$ cat config.mk
export PLATFORM = sky130hd
export DESIGN_NAME = pixel_scan_renderer_flat
export DESIGN_NICKNAME = d
export VERILOG_FILES = /design/src/rtl/pixel_scan_renderer_pkg.sv /design/src/rtl/pixel_scan_renderer_if.sv /design/src/rtl/pixel_coord_delay.sv /design/src/rtl/pixel_scan_renderer.sv /design/src/flat_wrapper.sv
export SDC_FILE = /design/constraint.sdc
export NUM_CORES = 1
export LEC_CHECK = 0
export CAP_MARGIN = 10
export CORE_ASPECT_RATIO = 1.25
export CORE_MARGIN = 1.5
export CORE_UTILIZATION = 40
export DETAILED_ROUTE_END_ITERATION = 7
export GPL_TIMING_DRIVEN = 0
export PLACE_DENSITY = 0.75
export SETUP_SLACK_MARGIN = 0.02
export SYNTH_ARGS = -nofsm -noshare
export SYNTH_HDL_FRONTEND = slang
export SYNTH_HIERARCHICAL = 1
export SYNTH_SLANG_ARGS = --single-unit
export TNS_END_PERCENT = 1
$ cat constraint.sdc
create_clock -name clk -period 1.88 [get_ports clk]
set_input_delay 0.188 -clock clk [delete_from_list [all_inputs] [get_ports clk]]
set_output_delay 0.188 -clock clk [all_outputs]
set_load 0.005 [all_outputs]
$ cat src/rtl/pixel_scan_renderer_pkg.sv
// Purpose: shared state encoding, default screen extents and background colour for the pixel scan renderer.
// Latency: none (declarations only).
// Backpressure: none.
package pixel_scan_renderer_pkg;

  // Scan controller states.
  typedef enum logic [1:0] {
    ST_IDLE  = 2'd0,
    ST_SCAN  = 2'd1,
    ST_DRAIN = 2'd2
  } scan_state_t;

  // Default bus widths.
  localparam int DEF_X_W     = 8;
  localparam int DEF_Y_W     = 8;
  localparam int DEF_COLOR_W = 3;

  // Default screen extents (xMAX / yMAX of the game screen).
  localparam int X_MAX_DEF = 159;
  localparam int Y_MAX_DEF = 119;

  // Background colour (colBG) used while the game is not running.
  localparam int COL_BG = 0;

endpackage

$ cat src/rtl/pixel_scan_renderer_if.sv
// Purpose: query bus (q_x/q_y out, pix_color back) and plot bus (plot strobe + x/y/colour) of the renderer.
// Latency: none (wires only).
// Backpressure: none; the VGA adapter must accept one plot per clock.
// Ports: master = renderer side (drives query and plot), slave = lookup/VGA side (drives pix_color).
interface pixel_scan_renderer_if
  import pixel_scan_renderer_pkg::*;
#(
  parameter int X_W     = DEF_X_W,
  parameter int Y_W     = DEF_Y_W,
  parameter int COLOR_W = DEF_COLOR_W
);
  logic [X_W-1:0]     q_x;
  logic [Y_W-1:0]     q_y;
  logic [COLOR_W-1:0] pix_color;
  logic [X_W-1:0]     plot_x;
  logic [Y_W-1:0]     plot_y;
  logic [COLOR_W-1:0] plot_color;
  logic               plot;

  modport master (
    output q_x, q_y, plot_x, plot_y, plot_color, plot,
    input  pix_color
  );

  modport slave (
    input  q_x, q_y, plot_x, plot_y, plot_color, plot,
    output pix_color
  );
endinterface

$ cat src/rtl/pixel_coord_delay.sv
// Purpose: LAT-deep shift register of {valid, x, y} aligning issued coordinates with the colour lookup result.
// Latency: LAT clocks (LAT=0 is a combinational pass-through).
// Backpressure: none; shifts every clock, bubbles travel as valid=0.
// Ports: clk/resetn, vld_i/x_i/y_i entry, vld_o/x_o/y_o tail, any_vld_o = some stored entry is valid.
module pixel_coord_delay
  import pixel_scan_renderer_pkg::*;
#(
  parameter int LAT = 2,
  parameter int X_W = DEF_X_W,
  parameter int Y_W = DEF_Y_W
) (
  input  logic           clk,
  input  logic           resetn,
  input  logic           vld_i,
  input  logic [X_W-1:0] x_i,
  input  logic [Y_W-1:0] y_i,
  output logic           vld_o,
  output logic [X_W-1:0] x_o,
  output logic [Y_W-1:0] y_o,
  output logic           any_vld_o
);

  generate
    if (LAT == 0) begin : g_pass
      logic unused_clk_rst;
      assign unused_clk_rst = clk ^ resetn;
      assign vld_o     = vld_i;
      assign x_o       = x_i;
      assign y_o       = y_i;
      assign any_vld_o = 1'b0;
    end else begin : g_pipe
      logic [LAT-1:0] vld_q;
      logic [X_W-1:0] x_q [LAT];
      logic [Y_W-1:0] y_q [LAT];

      always_ff @(posedge clk or negedge resetn) begin
        if (!resetn) begin
          vld_q <= '0;
          for (int i = 0; i < LAT; i++) begin
            x_q[i] <= '0;
            y_q[i] <= '0;
          end
        end else begin
          vld_q[0] <= vld_i;
          x_q[0]   <= x_i;
          y_q[0]   <= y_i;
          for (int i = 1; i < LAT; i++) begin
            vld_q[i] <= vld_q[i-1];
            x_q[i]   <= x_q[i-1];
            y_q[i]   <= y_q[i-1];
          end
        end
      end

      assign vld_o     = vld_q[LAT-1];
      assign x_o       = x_q[LAT-1];
      assign y_o       = y_q[LAT-1];
      assign any_vld_o = |vld_q;
    end
  endgenerate

endmodule

$ cat src/rtl/pixel_scan_renderer.sv
// Purpose: on a frame tick, raster-scan a clamped window one pixel/clk, query colour, emit plot strobes.
// Latency: pixel issued in cycle t plots in cycle t+LOOKUP_LAT+1; first issue one cycle after frame_start.
// Backpressure: enable=0 pauses issue while in-flight pixels keep draining; frame_start while busy -> overrun.
// Ports: clk/resetn; enable, frame_start, render_en, win_x0/x1/y0/y1 control;
//        pix (query + plot bus, master side); busy, frame_done, overrun status.
module pixel_scan_renderer
  import pixel_scan_renderer_pkg::*;
#(
  parameter int X_W        = DEF_X_W,
  parameter int Y_W        = DEF_Y_W,
  parameter int X_MAX      = X_MAX_DEF,
  parameter int Y_MAX      = Y_MAX_DEF,
  parameter int COLOR_W    = DEF_COLOR_W,
  parameter int LOOKUP_LAT = 2,
  parameter int BG_COLOR   = COL_BG
) (
  input  logic                  clk,
  input  logic                  resetn,
  input  logic                  enable,
  input  logic                  frame_start,
  input  logic                  render_en,
  input  logic [X_W-1:0]        win_x0,
  input  logic [X_W-1:0]        win_x1,
  input  logic [Y_W-1:0]        win_y0,
  input  logic [Y_W-1:0]        win_y1,
  pixel_scan_renderer_if.master pix,
  output logic                  busy,
  output logic                  frame_done,
  output logic                  overrun
);

  localparam logic [X_W-1:0]     X_LAST = X_W'(X_MAX);
  localparam logic [Y_W-1:0]     Y_LAST = Y_W'(Y_MAX);
  localparam logic [COLOR_W-1:0] BG     = COLOR_W'(BG_COLOR);

  scan_state_t        state_q;
  logic [X_W-1:0]     qx_q, x0_q, x1_q;
  logic [Y_W-1:0]     qy_q, y1_q;
  logic               ren_q, busy_q, done_q, ovr_q;
  logic               plot_q;
  logic [X_W-1:0]     plot_x_q;
  logic [Y_W-1:0]     plot_y_q;
  logic [COLOR_W-1:0] plot_color_q;

  logic [X_W-1:0] x1_clamp;
  logic [Y_W-1:0] y1_clamp;
  logic           win_empty;
  logic           issue;
  logic           tail_vld, pipe_vld;
  logic [X_W-1:0] tail_x;
  logic [Y_W-1:0] tail_y;

  // Clamp the far corner to the screen so the counters can never run past it.
  assign x1_clamp  = (win_x1 > X_LAST) ? X_LAST : win_x1;
  assign y1_clamp  = (win_y1 > Y_LAST) ? Y_LAST : win_y1;
  assign win_empty = (win_x0 > x1_clamp) || (win_y0 > y1_clamp);
  assign issue     = (state_q == ST_SCAN) && enable;

  pixel_coord_delay #(
    .LAT (LOOKUP_LAT),
    .X_W (X_W),
    .Y_W (Y_W)
  ) u_delay (
    .clk       (clk),
    .resetn    (resetn),
    .vld_i     (issue),
    .x_i       (qx_q),
    .y_i       (qy_q),
    .vld_o     (tail_vld),
    .x_o       (tail_x),
    .y_o       (tail_y),
    .any_vld_o (pipe_vld)
  );

  // Scan controller. The frame_done cycle still counts as busy for frame_start,
  // so a tick landing exactly as the frame retires is reported as an overrun.
  always_ff @(posedge clk or negedge resetn) begin
    if (!resetn) begin
      state_q <= ST_IDLE;
      qx_q    <= '0;
      qy_q    <= '0;
      x0_q    <= '0;
      x1_q    <= '0;
      y1_q    <= '0;
      ren_q   <= 1'b0;
      busy_q  <= 1'b0;
      done_q  <= 1'b0;
      ovr_q   <= 1'b0;
    end else begin
      done_q <= 1'b0;
      ovr_q  <= 1'b0;
      case (state_q)
        ST_IDLE: begin
          if (frame_start) begin
            if (done_q) begin
              ovr_q <= 1'b1;
            end else if (win_empty) begin
              done_q <= 1'b1;
            end else begin
              qx_q    <= win_x0;
              qy_q    <= win_y0;
              x0_q    <= win_x0;
              x1_q    <= x1_clamp;
              y1_q    <= y1_clamp;
              ren_q   <= render_en;
              busy_q  <= 1'b1;
              state_q <= ST_SCAN;
            end
          end
        end
        ST_SCAN: begin
          if (frame_start) ovr_q <= 1'b1;
          if (enable) begin
            // Compare before incrementing so x1/y1 at the type maximum cannot wrap.
            if (qx_q == x1_q) begin
              qx_q <= x0_q;
              if (qy_q == y1_q) state_q <= ST_DRAIN;
              else              qy_q    <= qy_q + 1'b1;
            end else begin
              qx_q <= qx_q + 1'b1;
            end
          end
        end
        ST_DRAIN: begin
          if (frame_start) ovr_q <= 1'b1;
          // Pipeline empty means the final pixel is on the plot outputs this cycle.
          if (!pipe_vld) begin
            busy_q  <= 1'b0;
            done_q  <= 1'b1;
            state_q <= ST_IDLE;
          end
        end
        default: state_q <= ST_IDLE;
      endcase
    end
  end

  // Registered plot stage; coordinates and colour hold between strobes.
  always_ff @(posedge clk or negedge resetn) begin
    if (!resetn) begin
      plot_q       <= 1'b0;
      plot_x_q     <= '0;
      plot_y_q     <= '0;
      plot_color_q <= BG;
    end else begin
      plot_q <= tail_vld;
      if (tail_vld) begin
        plot_x_q     <= tail_x;
        plot_y_q     <= tail_y;
        plot_color_q <= ren_q ? pix.pix_color : BG;
      end
    end
  end

  assign pix.q_x        = qx_q;
  assign pix.q_y        = qy_q;
  assign pix.plot       = plot_q;
  assign pix.plot_x     = plot_x_q;
  assign pix.plot_y     = plot_y_q;
  assign pix.plot_color = plot_color_q;
  assign busy           = busy_q;
  assign frame_done     = done_q;
  assign overrun        = ovr_q;

endmodule

$ cat src/flat_wrapper.sv
// flat-port wrapper written by rule: the top's interface ports become plain ports
module pixel_scan_renderer_flat import pixel_scan_renderer_pkg::*;
#(
  parameter int X_W        = DEF_X_W,
  parameter int Y_W        = DEF_Y_W,
  parameter int X_MAX      = X_MAX_DEF,
  parameter int Y_MAX      = Y_MAX_DEF,
  parameter int COLOR_W    = DEF_COLOR_W,
  parameter int LOOKUP_LAT = 2,
  parameter int BG_COLOR   = COL_BG
)
  (clk, resetn, enable, frame_start, render_en, win_x0, win_x1, win_y0, win_y1, busy, frame_done, overrun, pix_q_x, pix_q_y, pix_plot_x, pix_plot_y, pix_plot_color, pix_plot, pix_pix_color);
  pixel_scan_renderer_if #(.X_W(X_W), .Y_W(Y_W), .COLOR_W(COLOR_W)) pix_i ();
  input  logic clk;
  input  logic resetn;
  input  logic enable;
  input  logic frame_start;
  input  logic render_en;
  input  logic [X_W-1:0] win_x0;
  input  logic [X_W-1:0] win_x1;
  input  logic [Y_W-1:0] win_y0;
  input  logic [Y_W-1:0] win_y1;
  output logic busy;
  output logic frame_done;
  output logic overrun;
  output wire logic [$bits(pix_i.q_x)-1:0] pix_q_x;
  output wire logic [$bits(pix_i.q_y)-1:0] pix_q_y;
  output wire logic [$bits(pix_i.plot_x)-1:0] pix_plot_x;
  output wire logic [$bits(pix_i.plot_y)-1:0] pix_plot_y;
  output wire logic [$bits(pix_i.plot_color)-1:0] pix_plot_color;
  output wire logic [$bits(pix_i.plot)-1:0] pix_plot;
  input wire logic [$bits(pix_i.pix_color)-1:0] pix_pix_color;
  assign pix_q_x = pix_i.q_x;
  assign pix_q_y = pix_i.q_y;
  assign pix_plot_x = pix_i.plot_x;
  assign pix_plot_y = pix_i.plot_y;
  assign pix_plot_color = pix_i.plot_color;
  assign pix_plot = pix_i.plot;
  assign pix_i.pix_color = pix_pix_color;
  pixel_scan_renderer #(.X_W(X_W), .Y_W(Y_W), .X_MAX(X_MAX), .Y_MAX(Y_MAX), .COLOR_W(COLOR_W), .LOOKUP_LAT(LOOKUP_LAT), .BG_COLOR(BG_COLOR)) u_core (.clk(clk), .resetn(resetn), .enable(enable), .frame_start(frame_start), .render_en(render_en), .win_x0(win_x0), .win_x1(win_x1), .win_y0(win_y0), .win_y1(win_y1), .pix(pix_i), .busy(busy), .frame_done(frame_done), .overrun(overrun));
endmodule
==> results of run 1 <==
worst paths after layout:
check,slack [ps],startpoint,endpoint
min,150,win_y1[3],u_core/y1_q[3]
min in group asynchronous,370,resetn,u_core/pix.plot_x[7]
max reg2reg,-380,u_core/pix.q_x[1],u_core/pix.q_y[1]
max in group asynchronous,830,resetn,u_core/u_delay/y_o[1]
max,-450,win_x0[0],u_core/pix.q_x[1]
min reg2reg,350,u_core/u_delay/g_pipe.y_q[14],u_core/u_delay/y_o[6]
cell usage in the layout, fill, tap and decap left out, drive strengths merged, types with 2 or more instances in the layout:
| master | instances |
|---|---|
| a211oi | 6 |
| a21oi | 32 |
| a22o | 3 |
| a22oi | 6 |
| and3 | 3 |
| buf | 43 |
| bufinv | 2 |
| clkbuf | 19 |
| clkdlybuf4s50 | 56 |
| dfrtp | 100 |
| dlygate4sd2 | 2 |
| dlymetal6s2s | 11 |
| ha | 23 |
| inv | 18 |
| mux2 | 31 |
| mux2i | 2 |
| nand2 | 26 |
| nand3 | 17 |
| nand4 | 11 |
| nor2 | 26 |
| nor2b | 4 |
| nor3 | 5 |
| nor3b | 2 |
| o211ai | 6 |
| o21ai | 28 |
| o221ai | 2 |
| o31a | 2 |
| or2 | 7 |
| xnor2 | 17 |
| xor2 | 5 |
power by group through the flow:
stage	registers, uW	logic (uW)	clock network, uW
after global placement	3910	3290	0
after detailed placement	3960	3390	0
after floorplan	3750	2060	0
after CTS	3920	3620	2000
final	3930	3670	1950
after global routing	4070	4010	2090
layer usage:
layer / share of wire [%] / track usage [%]
met1: 41 / 22.4
met2: 53 / 32.8
met3: 3.1 / 2.30
met4: 2.4 / 9.51
met5: 0 / 0
metrics by stage:
stage	std cells	power, uW	util [%]	hold WS [ps]
after floorplan	421	5810	-	-108
after global placement	637	7200	49.3	332
after detailed placement	638	7350	49.6	202
after CTS	667	9540	54.2	130
after global routing	667	10200	55.2	175
final	667	9550	55.2	146
final cells by class:
class | count | area (sq um) | area share (%)
Inverter | 17 | 66.3 | 1.04
Multi-Input combinational cell | 275 | 2120 | 33.4
Clock inverter | 5 | 85.1 | 1.34
Sequential cell | 100 | 2510 | 39.5
Timing Repair Buffer | 94 | 951 | 15.0
Buffer | 28 | 213 | 3.35
Clock buffer | 10 | 229 | 3.61
Tap cell | 138 | 173 | 2.72
repair_timing:
| action | 4_1_cts | 5_1_grt |
|---|---|---|
| hold buffers | 1 | 0 |
| gates resized for setup | 71 | 41 |
| pin swaps | 18 | 16 |
| buffers inserted | 13 | 1 |
| endpoints found under the hold margin | 38 | 0 |
| setup endpoints to repair | 45 | 45 |
Yosys cell counts (all sizes together), types with 2 or more instances:
library cell	instances	area share [%]
a211oi	6	0.96
a21oi	32	3.7
a22o	3	0.59
a22oi	6	0.96
and3	3	0.40
buf	19	2.9
clkbuf	10	0.80
dfrtp	100	53
ha	23	6.1
inv	17	1.4
mux2	31	7.5
mux2i	2	0.43
nand2	26	2.1
nand3	17	1.8
nand4	11	1.5
nor2	26	2.2
nor2b	4	0.53
nor3	5	0.53
nor3b	2	0.32
o211ai	6	0.96
o21ai	28	3.0
o221ai	2	0.37
o31a	2	0.56
or2	7	0.94
xnor2	17	3.2
xor2	5	0.94
cells by family after synthesis:
kind of cell / count (synthesis) / synth area share (%)
AOI/OAI and AO/OA: 90 / 12.1
xor gates and xnor gates: 22 / 4.12
buffers and inverters: 46 / 5.08
adders and majority gates: 23 / 6.15
other: 1 / 0.0801
DFF: 100 / 53.4
and+or+nand+nor: 106 / 11.1
muxes: 33 / 7.96
flip-flops by register name, summed over array words and instances (netlist names):
signal	flops
u_core/pix.plot_color	3
u_core/pix.plot	1
u_core/u_delay/x_o	8
u_core/y1_q	8
u_core/pix.q_x	8
u_core/pix.plot_y	8
u_core/u_delay/g_pipe.x_q	8
u_core/pix.q_y	8
u_core/x1_q	8
u_core/ren_q	1
u_core/x0_q	8
u_core/overrun	1
u_core/pix.plot_x	8
u_core/busy	1
u_core/frame_done	1
u_core/u_delay/g_pipe.vld_q	2
u_core/u_delay/y_o	8
u_core/u_delay/g_pipe.y_q	8
u_core/state_q	2
worst max-delay path, stage by stage:
cell	delay [ps]
clkdlybuf4s50_1	470
inv_2	60
ha_4	250
nand4_1	100
or2_1	280
a22o_4	290
o31a_4	420
a21oi_4	170
mux2_4	310
==> summary.txt, run 1 <==
Status
  • Run status: finished, violations left
  • Failing checks: setup timing

Setup path
  • Worst Path Required: 2110 ps
  • Crit-path max FO: 6
  • R2R depth: 7
  • Worst setup EP type: flip-flop
  • Crit Path Class: in2reg
  • CP Launch Type: input port
  • CP arrival: 2550 ps

Clock network
  • H-tree depth: 3
  • Clock Pin Slew Worst Setup and Hold Paths: 70 ps
  • Cts bufs inserted: 9
  • Later-pin clock latency in the skew report: 340 ps
  • Clock Root Buffer: clkbuf_16
  • Longest Clk Path Bufs: 2
  • CTS tree: yes
  • Sink Count: 100

Worst hold path
  • Hold depth: 3
  • Hold crit path type: in2reg

Floorplanning
  • Die Wd: 99.8 um
  • Row Count: 44
  • Core area: 11,500 sq um
  • DIE AREA: 12,400 sq um
  • Ports: 79
  • Initial Util: 40.7%
  • Die Span Y: 124 um

Global route
  • Vias in the first global route: 3,618
  • Grt total ovfl: 0
  • First-pass GRT wire length: 17.7 mm
  • Total GRT Usage: 18.6%
  • Largest net degree at the start of global routing: 63
  • Initial antenna violation count: 0

Cells and area
  • ANT cells: 0
  • Filler cells: 975
  • Design area: 6350 sq um
  • Final #Nets: 588
  • Syn-to-layout area delta: 35.6%
  • Layout cells sized above 1: 24.6%

Detailed routing
  • DRT Pass-1 Iters: 4
  • Routed WL per cell: 16.4 um
  • DR vias: 3,512
  • # DRC: 0
  • Iteration-0 DRC Markers: 213
  • DR vias/cell: 5.27
  • Antenna-violating nets left: 0
  • Routed wire length: 10.9 mm

Timing
  • RSZ-0062 raised after global routing: yes
  • Tmin final: 2330 ps
  • Part of the cycle the worst path needs: 124%
  • Final WS setup: -445 ps
  • Final Setup Violations: 44
  • Final hold violations: 0
  • Fmax: 0.430 GHz
  • Worst-margin pin slew: 544 ps
  • Rel. slew slack: 63.7%
  • Max Slew Vio Count: 0
  • Setup_tns: -13,000 ps
  • Post-route clock skew: 9.16 ps

Place
  • GPL Wtd Cong: 0.853
  • Placed Area: 5700 sq um
  • Detailed placement HPWL: 7.86 mm
  • Dpl ws: -1440 ps
  • Port bufs: 78

Power
  • Comb pwr share: 38.4%
  • Switch share: 32.6%
  • Max VDD drop: 0.591 mV
  • Lkg Pwr: 0.00279 uW
  • Seq pwr share: 41.2%
  • Net Sw Power: 3110 uW
  • Internal power: 6440 uW
  • Pwr per Cell Area: 1500 nW/um^2
  • Clock group share of total power: 20.4%

Synth
  • Share of the yosys chip area belonging to registers: 53.4%
  • Syn Area/Cell: 11.1 sq um
  • Gate count of the mapped netlist: 421
  • Ys Warns: 6
  • Flops & latches, synth: 100
  • Distinct cells, synth: 45
  • Main flop type after synthesis: dfrtp_1
  • Post-Syn Area: 4680 sq um
  • Number of synthesized flops with an enable pin: 0
  • Post-Syn Nets: 484
  • Asr flop ratio synth: 100%

Run
  • Max_cap viols: 0
No activity file was read; power rests on OpenSTA's default activity.
==> run 2, diff against run 1 <==
Settings changed: CORE_MARGIN 1.5 to unset.
==> summary.txt, run 2 (synthesis results as in run 1) <==
Timing
  • Post-route clock skew: 5.38 ps
  • Tmin final: 2360 ps
  • Max Slew Vio Count: 0
  • Final Setup Violations: 45
  • Part of the cycle the worst path needs: 126%
  • Fmax: 0.424 GHz
  • Final WS setup: -481 ps
  • RSZ-0062 raised after global routing: yes
  • Setup_tns: -12,890 ps
  • Rel. slew slack: 64.0%
  • Worst-margin pin slew: 539 ps
  • Final hold violations: 0

Cells and area
  • ANT cells: 0
  • Commonest non-fill, non-tap cell in the layout: dfrtp_1
  • Footprint of the multi-input gates: 2150 sq um
  • Syn-to-layout area delta: 35.3%
  • Final core utilization: 56.3%
  • Design area: 6330 sq um
  • Sequential standard cell area: 2510 sq um
  • Layout cells sized above 1: 23.7%
  • Filler cells: 919
  • Final #Nets: 585
  • Most frequent cells in the layout: dfrtp_1, clkdlybuf4s50_1, a21oi_1, mux2_2, buf_4

Setup path
  • CP arrival: 2590 ps
  • Worst path slowest cell: o31a_4
  • Crit Path Class: in2reg
  • R2R depth: 8
  • Max stage delay on crit path: 420 ps
  • Worst Path Required: 2110 ps
  • Most common cell on crit path: nor2_4
  • Crit-path max FO: 6
  • Sum of buffers and inverters on the critical path: 1
  • Crit path depth: 11
  • CP Launch Type: input port
  • Critical-path cell list: buf_8 -> nor2_4 -> nor2_4 -> or2_4 -> ha_4 -> nand4_1 -> or2_1 -> a22o_4 -> o31a_4 -> nor2_4 -> mux2_4
  • Worst setup EP type: flip-flop
  • CP top delay family: simple AND/OR/NAND/NOR gates

Worst hold path
  • Hold depth: 3
  • Hold crit path type: in2reg

Place
  • GPL Wtd Cong: 0.847
  • Port bufs: 78
  • Placed Area: 5700 sq um
  • Detailed placement HPWL: 7.78 mm

Global route
  • Grt total ovfl: 0
  • Initial antenna violation count: 0
  • First-pass GRT wire length: 17.7 mm
  • Vias in the first global route: 3,625
  • Largest net degree at the start of global routing: 76
  • Total GRT Usage: 18.8%

Detailed routing
  • Routed WL per cell: 16.1 um
  • Antenna-violating nets left: 0
  • # DRC: 0
  • DR vias/cell: 5.33
  • DR vias: 3,526
  • Iteration-0 DRC Markers: 238
  • DRT Pass-1 Iters: 4
  • Routed wire length: 10.6 mm

Floorplanning
  • Ports: 79
  • Core area: 11,200 sq um
  • DIE AREA: 12,100 sq um
  • Row Count: 43
  • Initial Util: 41.6%
  • Die Wd: 98.8 um
  • Die Span Y: 123 um

Power
  • Switch share: 32.7%
  • Lkg Pwr: 0.00277 uW
  • Net Sw Power: 3090 uW
  • Pwr per Cell Area: 1490 nW/um^2
  • Max VDD drop: 0.628 mV
  • Seq pwr share: 41.2%
  • Internal power: 6350 uW
  • Clock group share of total power: 19.9%
  • Comb pwr share: 38.8%

Clock network
  • Sink Count: 100
  • Longest Clk Path Bufs: 2
  • CTS tree: yes
  • Clock Root Buffer: clkbuf_16
  • H-tree depth: 3
  • Cts bufs inserted: 9
  • Later-pin clock latency in the skew report: 340 ps
  • Clock Pin Slew Worst Setup and Hold Paths: 70 ps

Status
  • Run status: finished, violations left
  • Failing checks: setup timing

Run
  • Max_cap viols: 0
-- run 2: cell type report --
type	count	area share (%)
Tap cell	135	2.67
Timing Repair Buffer	90	14.4
Buffer	29	3.42
Clock inverter	6	1.11
Inverter	17	1.01
Clock buffer	10	3.77
Multi-Input combinational cell	275	34.0
Sequential cell	100	39.6
-- run 2: through the flow --
| stage | worst slack, ps | std cells | power, uW | hold WS [ps] |
|---|---|---|---|---|
| 2_1_floorplan | -630 | 421 | 5810 | -108 |
| 3_3_place_gp | -3000 | 634 | 7150 | 332 |
| 3_5_place_dp | -1430 | 635 | 7330 | 133 |
| 4_1_cts | -431 | 661 | 9430 | 123 |
| 5_1_grt | -546 | 662 | 10100 | 140 |
| 6_report | -481 | 662 | 9430 | 137 |
-- run 2: metal layers --
metal,wire length (um),vias to the layer above,track usage (%),share of wire [%]
met5,0,-,0,0
met4,340,0,10.9,3.2
met3,369,28,3.34,3.5
met2,5600,102,32.4,53
met1,4330,1724,22.2,41
li1,-,1672,-,-
-- run 2: worst register-to-register path, stage by stage, from the launching register on --
cell      delay, ps
dfrtp_2         480
xnor2_1         200
nand4_1         150
or2_1           240
clkbuf_1        200
o31a_4          380
nor3_1          230
a22oi_1         100
o221ai_1        200
-- run 2: final timing paths --
check,start,endpoint,slack [ps]
max,win_x1[6],u_core/pix.q_y[1],-480
min,win_y1[3],u_core/y1_q[3],140
max reg2reg,u_core/pix.q_x[1],u_core/pix.q_y[4],-400
min reg2reg,u_core/u_delay/g_pipe.y_q[13],u_core/u_delay/y_o[5],350
max in group asynchronous,resetn,u_core/pix.q_x[0],890
min in group asynchronous,resetn,u_core/y1_q[0],310
-- run 2: power by group through the flow --
stage                     clock network (uW)  registers [uW]  logic [uW]
after floorplan                            0            3750        2060
after global placement                     0            3890        3260
after detailed placement                   0            3940        3400
after CTS                               1930            3900        3600
after global routing                    2020            4030        4010
final                                   1880            3890        3660
-- run 2: repair_timing --
action / CTS / global route
endpoints found under the setup margin: 45 / 45
pin swaps: 19 / 14
resized for setup: 72 / 38
buffers inserted: 9 / 1
endpoints found under the hold margin: 25 / 0
hold buffers: 1 / 0
==> run 3, diff against run 2 <==
Settings changed: SETUP_SLACK_MARGIN 0.02 to 0.4.
==> summary.txt, run 3 (synthesis results as in run 1) <==
Cells and area
  • Filler cells: 915
  • Most frequent cells in the layout: dfrtp_1, clkdlybuf4s50_1, a21oi_1, mux2_2, buf_4
  • Footprint of the multi-input gates: 2150 sq um
  • ANT cells: 0
  • Syn-to-layout area delta: 35.4%
  • Final #Nets: 585
  • Commonest non-fill, non-tap cell in the layout: dfrtp_1
  • Sequential standard cell area: 2510 sq um
  • Layout cells sized above 1: 24.3%

Timing
  • Tmin final: 2360 ps
  • Worst-margin pin slew: 529 ps
  • Max Slew Vio Count: 0
  • Part of the cycle the worst path needs: 126%
  • RSZ-0062 raised after global routing: yes
  • Min Hold Slack: 138 ps
  • Post-route clock skew: 5.38 ps
  • Final hold violations: 0
  • Final Setup Violations: 45
  • Final WS setup: -483 ps
  • Fmax: 0.423 GHz
  • Setup_tns: -11,860 ps
  • Rel. slew slack: 64.7%

Detailed routing
  • Routed wire length: 10.6 mm
  • DR vias: 3,518
  • Antenna-violating nets left: 0
  • # DRC: 0
  • DRT Pass-1 Iters: 4
  • Routed WL per cell: 16.0 um
  • Iteration-0 DRC Markers: 244
  • DR vias/cell: 5.31

Setup path
  • Crit-path max FO: 6
  • Worst setup EP type: flip-flop
  • Worst Path Required: 2100 ps
  • Crit Path Class: in2reg
  • CP Launch Type: input port
  • CP arrival: 2590 ps

Run
  • Max_cap viols: 0

Floorplanning
  • Core area: 11,200 sq um
  • Row Count: 43
  • Initial Util: 41.6%
  • DIE AREA: 12,100 sq um
  • Die Span Y: 123 um
  • Ports: 79
  • Die Wd: 98.8 um

Clock network
  • Longest Clk Path Bufs: 2
  • Later-pin clock latency in the skew report: 340 ps
  • Sink Count: 100
  • Cts bufs inserted: 9
  • Clock Pin Slew Worst Setup and Hold Paths: 70 ps
  • H-tree depth: 3
  • CTS tree: yes
  • Clock Root Buffer: clkbuf_16

Global route
  • First-pass GRT wire length: 17.7 mm
  • Grt total ovfl: 0
  • Initial antenna violation count: 0
  • Total GRT Usage: 18.8%
  • Vias in the first global route: 3,627
  • Largest net degree at the start of global routing: 76

Status
  • Failing checks: setup timing
  • Run status: finished, violations left

Place
  • GPL Wtd Cong: 0.847
  • Port bufs: 78
  • Detailed placement HPWL: 7.78 mm

Power
  • Pwr per Cell Area: 1480 nW/um^2
  • Max VDD drop: 0.627 mV
  • Lkg Pwr: 0.00281 uW

Worst hold path
  • Hold crit path type: in2reg
==> run 3: changes by cell type in the layout (fill, tap and decap cells not counted), sizes merged <==
cell           previous run  this run
clkdlybuf4s50            56        50
dlygate4sd2               2         5
dlymetal6s2s             11        14
==> run 3: critical path, cell delays in order <==
cell and delay [ps]:
buf_8 100, nor2_4 110, nor2_4 80, or2_4 260
ha_4 250, nand4_1 110, or2_1 280, a22o_4 300
o31a_4 420, nor2_4 170, mux2_4 310
==> run 3: cell type report <==
class,count,area share [%]
flip-flops and latches,100,39.5
multi-input cells,275,34.0
repair buffers,90,14.5
clock buffers,10,3.77
plain buffers,29,3.45
well taps,135,2.66
clock inverters,6,1.10
inverters,17,1.01
==> run 3: repair_timing <==
action	CTS	global route
gates resized for setup	78	41
endpoints found under the setup margin	71	60
hold buffers	1	0
pin swaps	19	14
endpoints found under the hold margin	25	0
setup buffers	9	1
==> run 3: path summary, 6_finish.rpt <==
path | startpoint | end | slack, ps | cells past startpoint
worst min register to register | u_core/u_delay/g_pipe.y_q[13] | u_core/u_delay/y_o[5] | 350 | 0
worst max register to register | u_core/pix.q_x[3] | u_core/pix.q_y[4] | -400 | 8
worst max-delay path | win_x1[6] | u_core/pix.q_y[1] | -480 | 11
max in group asynchronous | resetn | u_core/pix.q_x[0] | 890 | 3
worst min-delay path | win_y1[3] | u_core/y1_q[3] | 140 | 3
min in group asynchronous | resetn | u_core/y1_q[0] | 310 | 2
==> run 3: where the power goes <==
group          switching [uW]  total, uW  internal, uW  leakage, uW
logic                    1530       3640          2120      0.00146
registers                 754       3890          3130      0.00120
clock network             797       1880          1080     0.000153
total                    3080       9410          6330      0.00281
==> run 3: layer usage <==
metal,track usage (%),part of all wire [%],vias up
li1,-,-,1671
met1,22.2,41,1720
met2,32.4,53,100
met3,3.34,3.2,27
met4,10.9,3.2,0
met5,0,0,-
==> run 3: per-stage QoR <==
| stage | setup slack [ps] | instance area (sq um) | std cells | util [%] | power [uW] |
|---|---|---|---|---|---|
| finish | -483 | 6340 | 662 | 56.4 | 9410 |
| global route | -546 | 6340 | 662 | 56.4 | 10000 |
| CTS | -431 | 6190 | 661 | 55.0 | 9410 |
| detailed placement | -1430 | 5700 | 635 | 50.7 | 7330 |
| global placement | -3000 | 5670 | 634 | 50.5 | 7150 |
| floorplan | -630 | 4720 | 421 | - | 5810 |
